## config.mk

```make
export PLATFORM = sky130hd
export DESIGN_NAME = uart_boot_loader_flat
export DESIGN_NICKNAME = d
export VERILOG_FILES = /design/src/rtl/uart_boot_loader_if.sv /design/src/rtl/uart_boot_loader.sv /design/src/flat_wrapper.sv
export SDC_FILE = /design/constraint.sdc
export NUM_CORES = 1
export LEC_CHECK = 0
export ABC_AREA = 1
export CAP_MARGIN = 20
export CORE_MARGIN = 2
export CORE_UTILIZATION = 45
export DETAILED_ROUTE_END_ITERATION = 6
export PLACE_DENSITY = 0.68
export SETUP_SLACK_MARGIN = 0.3
export SLEW_MARGIN = 15
export SYNTH_ARGS = -nofsm -noshare
export SYNTH_HDL_FRONTEND = slang
export SYNTH_SLANG_ARGS = --single-unit
```

## constraint.sdc

```tcl
create_clock -name clk -period 3.65 [get_ports clk]
set_input_delay 0.365 -clock clk [delete_from_list [all_inputs] [get_ports clk]]
set_output_delay 0.365 -clock clk [all_outputs]
set_load 0.02 [all_outputs]
```

## src/rtl/uart_boot_loader_if.sv

```systemverilog
// Byte-stream input from the UART receiver and word-write port towards the
// data RAM, bundled so the loader and its environment share one definition.
interface uart_boot_loader_if #(
  parameter int unsigned XLEN     = 32,
  parameter int unsigned ADDR_LEN = 14
);
  logic                  rx_valid;
  logic [7:0]            rx_byte;
  logic                  ram_wr_en;
  logic [ADDR_LEN-1:0]   ram_addr;
  logic [XLEN-1:0]       ram_wr_data;
  logic [XLEN/8-1:0]     ram_we;

  // Loader side: consumes UART bytes, drives the RAM write port.
  modport master (
    input  rx_valid,
    input  rx_byte,
    output ram_wr_en,
    output ram_addr,
    output ram_wr_data,
    output ram_we
  );

  // Environment side: UART receiver plus RAM.
  modport slave (
    output rx_valid,
    output rx_byte,
    input  ram_wr_en,
    input  ram_addr,
    input  ram_wr_data,
    input  ram_we
  );
endinterface

```

## src/rtl/uart_boot_loader.sv

```systemverilog
// Software-upgrade loader. Receives SYNC, LEN_LO, LEN_HI, LEN*4 data bytes and
// an 8-bit additive checksum, packs data little-endian into 32-bit words and
// writes them to RAM from word address 0. during_sw_upgrade keeps the core in
// reset from the request until the host releases upgrade mode.
// The 16-bit length field limits ADDR_LEN to at most 15.
module uart_boot_loader #(
  parameter int unsigned XLEN        = 32,
  parameter int unsigned ADDR_LEN    = 14,
  parameter int unsigned TIMEOUT_CYC = 5000000,
  parameter logic [7:0]  SYNC_BYTE   = 8'hA5
) (
  input  logic                clk,
  input  logic                rst,
  input  logic                upgrade_req_b,
  uart_boot_loader_if.master  bus,
  output logic                during_sw_upgrade,
  output logic                done,
  output logic                err
);

  localparam int unsigned TW      = (TIMEOUT_CYC > 1) ? $clog2(TIMEOUT_CYC) : 1;
  localparam int unsigned LEN_MAX = 1 << ADDR_LEN;

  typedef enum logic [2:0] {
    ST_IDLE,
    ST_SYNC,
    ST_LEN0,
    ST_LEN1,
    ST_DATA,
    ST_CSUM,
    ST_DONE,
    ST_ERR
  } state_t;

  state_t              state_q;
  logic                req_s1_q;
  logic                req_s2_q;
  logic                during_q;
  logic                done_q;
  logic                err_q;
  logic                wr_en_q;
  logic [ADDR_LEN-1:0] addr_q;
  logic [XLEN-1:0]     wr_data_q;
  logic [XLEN/8-1:0]   we_q;
  logic [7:0]          len_lo_q;
  logic [ADDR_LEN:0]   len_q;
  logic [ADDR_LEN-1:0] word_idx_q;
  logic [1:0]          lane_q;
  logic [XLEN-9:0]     word_q;
  logic [7:0]          csum_q;
  logic [TW-1:0]       tmo_q;

  logic [15:0]         len_d;
  logic [ADDR_LEN:0]   idx_next_d;
  logic [XLEN-1:0]     word_d;
  logic                req_active_d;

  // Combinational helpers for the frame FSM.
  always_comb begin
    len_d        = {bus.rx_byte, len_lo_q};
    idx_next_d   = {1'b0, word_idx_q} + (ADDR_LEN+1)'(1);
    word_d       = {bus.rx_byte, word_q};
    req_active_d = ~req_s2_q;
  end

  // Request synchroniser, frame FSM and all registered outputs.
  always_ff @(posedge clk) begin
    if (rst) begin
      state_q    <= ST_IDLE;
      req_s1_q   <= 1'b1;
      req_s2_q   <= 1'b1;
      during_q   <= 1'b0;
      done_q     <= 1'b0;
      err_q      <= 1'b0;
      wr_en_q    <= 1'b0;
      addr_q     <= '0;
      wr_data_q  <= '0;
      we_q       <= '0;
      len_lo_q   <= '0;
      len_q      <= '0;
      word_idx_q <= '0;
      lane_q     <= '0;
      word_q     <= '0;
      csum_q     <= '0;
      tmo_q      <= '0;
    end else begin
      req_s1_q <= upgrade_req_b;
      req_s2_q <= req_s1_q;
      // The write strobe is a single-cycle pulse; an already-issued strobe is
      // visible for its cycle regardless of an abort taken on the next edge.
      wr_en_q  <= 1'b0;
      we_q     <= '0;

      case (state_q)
        ST_IDLE: begin
          if (req_active_d) begin
            state_q    <= ST_SYNC;
            during_q   <= 1'b1;
            csum_q     <= '0;
            word_idx_q <= '0;
            lane_q     <= '0;
            tmo_q      <= '0;
          end
        end

        ST_DONE, ST_ERR: begin
          if (!req_active_d) begin
            state_q  <= ST_IDLE;
            done_q   <= 1'b0;
            err_q    <= 1'b0;
            during_q <= 1'b0;
          end
        end

        default: begin
          // Abort has priority over a byte arriving in the same cycle.
          if (!req_active_d) begin
            state_q  <= ST_IDLE;
            during_q <= 1'b0;
          end else if (bus.rx_valid) begin
            tmo_q <= '0;
            case (state_q)
              ST_SYNC: begin
                if (bus.rx_byte == SYNC_BYTE) state_q <= ST_LEN0;
              end
              ST_LEN0: begin
                len_lo_q <= bus.rx_byte;
                state_q  <= ST_LEN1;
              end
              ST_LEN1: begin
                len_q <= len_d[ADDR_LEN:0];
                if (32'(len_d) > LEN_MAX) begin
                  state_q <= ST_ERR;
                  err_q   <= 1'b1;
                end else if (len_d == '0) begin
                  state_q <= ST_CSUM;
                end else begin
                  state_q <= ST_DATA;
                end
              end
              ST_DATA: begin
                csum_q <= csum_q + bus.rx_byte;
                lane_q <= lane_q + 2'd1;
                case (lane_q)
                  2'd0: word_q[7:0]   <= bus.rx_byte;
                  2'd1: word_q[15:8]  <= bus.rx_byte;
                  2'd2: word_q[23:16] <= bus.rx_byte;
                  default: begin
                    wr_en_q    <= 1'b1;
                    we_q       <= '1;
                    wr_data_q  <= word_d;
                    addr_q     <= word_idx_q;
                    word_idx_q <= idx_next_d[ADDR_LEN-1:0];
                    if (idx_next_d == len_q) state_q <= ST_CSUM;
                  end
                endcase
              end
              ST_CSUM: begin
                if (bus.rx_byte == csum_q) begin
                  state_q <= ST_DONE;
                  done_q  <= 1'b1;
                end else begin
                  state_q <= ST_ERR;
                  err_q   <= 1'b1;
                end
              end
              default: ;
            endcase
          end else if (state_q != ST_SYNC) begin
            if (tmo_q == TW'(TIMEOUT_CYC - 1)) begin
              state_q <= ST_ERR;
              err_q   <= 1'b1;
            end else begin
              tmo_q <= tmo_q + TW'(1);
            end
          end
        end
      endcase
    end
  end

  assign during_sw_upgrade = during_q;
  assign done              = done_q;
  assign err               = err_q;
  assign bus.ram_wr_en     = wr_en_q;
  assign bus.ram_addr      = addr_q;
  assign bus.ram_wr_data   = wr_data_q;
  assign bus.ram_we        = we_q;

endmodule

```

## src/flat_wrapper.sv

```systemverilog
// flat-port wrapper written by rule: the top's interface ports become plain ports
module uart_boot_loader_flat 
#(
  parameter int unsigned XLEN        = 32,
  parameter int unsigned ADDR_LEN    = 14,
  parameter int unsigned TIMEOUT_CYC = 5000000,
  parameter logic [7:0]  SYNC_BYTE   = 8'hA5
)
  (clk, rst, upgrade_req_b, during_sw_upgrade, done, err, bus_rx_valid, bus_rx_byte, bus_ram_wr_en, bus_ram_addr, bus_ram_wr_data, bus_ram_we);
  uart_boot_loader_if #(.XLEN(XLEN), .ADDR_LEN(ADDR_LEN)) bus_i ();
  input  logic clk;
  input  logic rst;
  input  logic upgrade_req_b;
  output logic during_sw_upgrade;
  output logic done;
  output logic err;
  input wire logic [$bits(bus_i.rx_valid)-1:0] bus_rx_valid;
  input wire logic [$bits(bus_i.rx_byte)-1:0] bus_rx_byte;
  output wire logic [$bits(bus_i.ram_wr_en)-1:0] bus_ram_wr_en;
  output wire logic [$bits(bus_i.ram_addr)-1:0] bus_ram_addr;
  output wire logic [$bits(bus_i.ram_wr_data)-1:0] bus_ram_wr_data;
  output wire logic [$bits(bus_i.ram_we)-1:0] bus_ram_we;
  assign bus_i.rx_valid = bus_rx_valid;
  assign bus_i.rx_byte = bus_rx_byte;
  assign bus_ram_wr_en = bus_i.ram_wr_en;
  assign bus_ram_addr = bus_i.ram_addr;
  assign bus_ram_wr_data = bus_i.ram_wr_data;
  assign bus_ram_we = bus_i.ram_we;
  uart_boot_loader #(.XLEN(XLEN), .ADDR_LEN(ADDR_LEN), .TIMEOUT_CYC(TIMEOUT_CYC), .SYNC_BYTE(SYNC_BYTE)) u_core (.clk(clk), .rst(rst), .upgrade_req_b(upgrade_req_b), .bus(bus_i), .during_sw_upgrade(during_sw_upgrade), .done(done), .err(err));
endmodule
```

==> metrics.md <==
| Metric | Value |
|---|---|
| Avg Cell Area, Syn | ~7.4 sq um |
| CP Class | reg2reg |
| CTS hold repair buffers | 0 |
| Synth Instances | approximately 940 |
| Sink Count | 149 |
| Syn Nets | 970 |
| Pwr/cell area | 527 nW/um^2 |
| CTS clk-pin slew, worst paths | ~0.070 ns |
| Die ar. | 16500 sq um |
| Placed insts | about 1.2k |
| Gr usage total | 0.214 |
| Simple-gate portion of the synthesized area | 0.258 |
| Synth Area in Adders | 0.0317 |
| Netlist cell types | 45 |
| Reg2reg end | u_core.bus.ram_addr[5]$_SDFFE_PP0P_ |
| Total grt overflow | 0 |
| RSZ-0062 raised after global routing | no |
| Vias/cell | 5.21 |
| Setup bufs post-CTS | 0 |
| CTS tree | done |
| Hold Crit Class | reg2reg |
| CP max stage delay | 0.51 ns |
| Routed WL | 16800 um |
| Synth Register Bits | 149 |
| CP delay by family, top | buffers and inverters |
| Worst Setup SP | u_core.state_q[0]$_SDFFE_PP0P_ |
| Area occupied by registers | 2980 sq um |
| Area of the core | around 15000 sq um |
| Detail Placement HPWL | roughly 11000 um |
| Max Cap Viol | 0 |
| Worst-path maximum fanout | 31 |
| Detailed router's first-iteration violation count | 440 |
| # IOs | 66 |
| First-pass GRT wire length | 28100 um |
| Router iterations before antenna repair | 4 |
| Die X-Extent | around 130 um |
| Max Clk Rate | roughly 370 MHz |
| Netlist Area Pre-Place | 6960 sq um |
| Critical-path top delay cell | inv_1 |
| YS warnings | 0 |
| IO Port Bufs | 65 |
| Final Slew Violations | 0 |
| Critical-path cell list | inv_2 -> nand2_4 -> nor2_4 -> nor2_2 -> inv_2 -> o2111ai_4 -> nor2_4 -> buf_4 -> inv_1 -> nor2_1 -> nor2_1 |
| CP endpoint kind | flip-flop |
| Vias in the first global route | 5855 |
| Final period utilization | 0.734 |
| Minimum clock period | about 2.7 ns |
| Multi-input combinational cell area | between 3000 and 4000 sq um |
| Compound-Gate Fraction of Synth Area | 0.190 |
| Largest net degree at the start of global routing | 102 |
| Via count of the routed design | 6208 |
| Routability congestion estimate from global placement | approximately 0.86 |
| Worst skew pair latency | 0.43 ns |
| Critical Path Stages | 11 |
| CP startpoint kind | flip-flop |
| Critical path arrival | 2.99 ns |
| Most frequent cells in the layout | nand2_1 (149), dfxtp_1 (149), nor2_1 (126) |
| Final setup TNS | 0 ns |
| Mux cell area share after synthesis | 0 |
| RR Startpoint | u_core.state_q[0]$_SDFFE_PP0P_ |
| Maximum root-to-sink buffer count | 2 |
| Layout area overhead | 18.8% |
| Outcome | complete, no violations |
| Critical Path RT | ~4 ns |
| Final nets | 1020 |
| Hold WS | 0.420 ns |
| Worst Clk Skew | 0.0100 ns |
| Worst slew pin tran | between 1 and 1.5 ns |
| Final hold vios | 0 |
| Post-Synth XOR/XNOR Area | 0.00953 |
| Die Ht | ~130 um |
| Finished Cell Area | roughly 8300 sq um |
| Worst slew margin | 0.278 |
| Peak supply drop | 0.000374 V |
| Flop-to-flop setup slack | 0.97 ns |
| Filler cells | 1419 |
| ANT nets after route | 0 |
| Drc violations | 0 |
| Critical Path Sink | u_core.bus.ram_addr[5]$_SDFFE_PP0P_ |
| Fraction of layout cells with a size suffix above 1 | 0.0876 |
| Cell Area, Placed | 7650 sq um |
| Root buf cell | clkbuf_16 |
| Htree depth | 4 |
| Diodes inserted | 0 |
| CTS resizes | 0 |
| Reg2Reg Depth | 11 |
| Routed len/inst | roughly 14 um |
| Inserted Clock Buffers | 17 |
| Finished Layout Cells | 1192 |
| Starting Density | 0.459 |
| Final setup fails | 0 |
| Leakage | 3.31 nW |
| Rows | 45 |
| Largest family of logic cells by synthesized area | simple AND/OR/NAND/NOR gates |
| Buf+Inv Stages, Crit Path | 4 |
| Final core utilization | 0.545 |
| Register area share after synthesis | 0.429 |
| Initial antenna violation count | 0 |
[area by class of cell]
class | instances | share of cell area
multi-input combinational | 663 | 0.412
sequential | 149 | 0.361
timing repair buffer | 70 | 0.0833
clock buffer | 17 | 0.0515
inverter | 90 | 0.0409
tap | 188 | 0.0285
clock inverter | 15 | 0.0226
[cell usage after synthesis, drive strengths merged]
library cell,n,area [sq um]
a211oi,2,15.0
a21oi,118,591
a221oi,1,8.76
a22oi,3,22.5
a2bb2oi,1,8.76
buf,22,166
clkbuf,17,63.8
clkinv,3,11.3
dfxtp,149,2980
fa,1,20.0
ha,16,200
inv,87,327
nand2,159,642
nand3,42,210
nand3b,7,52.6
nand4,10,62.6
nor2,141,602
nor3,15,86.3
nor3b,5,42.5
nor4,4,40.0
o2111ai,1,26.3
o211ai,4,30.0
o21ai,110,551
o21ba,1,10.0
o21bai,3,22.5
o221a,2,22.5
o311ai,1,8.76
o31ai,1,7.51
or2,8,50.1
or3,1,6.26
xnor3,1,22.5
xor2,5,43.8
[metal layers]
metal / wire, um / share of wire / GRT usage
met5: 0 / 0 / 0
met4: 257 / 0.015 / 0.0743
met3: 600 / 0.036 / 0.0463
met2: 7640 / 0.46 / 0.342
met1: 8260 / 0.49 / 0.286
[stage by stage]
stage | worst slack [ns] | power [mW]
6_report | 0.971 | 4.35
5_1_grt | 0.746 | 4.55
4_1_cts | 0.984 | 4.39
3_5_place_dp | 0.822 | 2.57
3_3_place_gp | 0.871 | 2.56
2_1_floorplan | 1.74 | 2.33
[logic make-up (layout without fill, tap and decap cells)]
logic type / count (synthesis) / after routing
and+or+nand+nor: 392 / 392
AOI/OAI and AO/OA: 248 / 248
DFF: 149 / 149
buffers and inverters: 129 / 192
adders and majority gates: 17 / 17
xor gates and xnor gates: 6 / 6
[report_power, final]
group	internal, mW	switching (mW)	total (mW)
sequential	1.71	0.0698	1.78
combinational	0.267	0.492	0.758
clock	1.04	0.770	1.81
[sequential cells by signal, indices dropped and copies added, names as in the netlist]
register,cells
u_core.bus.ram_wr_data,32
u_core.len_lo_q,8
u_core.tmo_q,23
u_core.csum_q,8
u_core.req_s1_q,1
u_core.state_q,3
u_core.bus.ram_we,1
u_core.len_q,15
u_core.word_q,24
u_core.done,1
u_core.err,1
u_core.during_sw_upgrade,1
u_core.req_s2_q,1
u_core.word_idx_q,14
u_core.bus.ram_addr,14
u_core.lane_q,2
[worst min path at each step]
stage	end	slack, ns	cells past startpoint	from
finish	u_core.req_s2_q$_SDFF_PP1_	0.42	1	u_core.req_s1_q$_SDFF_PP1_
global route	u_core.req_s2_q$_SDFF_PP1_	0.46	1	u_core.req_s1_q$_SDFF_PP1_
CTS	u_core.req_s2_q$_SDFF_PP1_	0.42	1	u_core.req_s1_q$_SDFF_PP1_
detailed placement	u_core.req_s2_q$_SDFF_PP1_	0.40	1	u_core.req_s1_q$_SDFF_PP1_
global placement	u_core.req_s2_q$_SDFF_PP1_	0.40	1	u_core.req_s1_q$_SDFF_PP1_
floorplan	u_core.req_s2_q$_SDFF_PP1_	0.39	1	u_core.req_s1_q$_SDFF_PP1_
(Power assumes the default switching activity.)
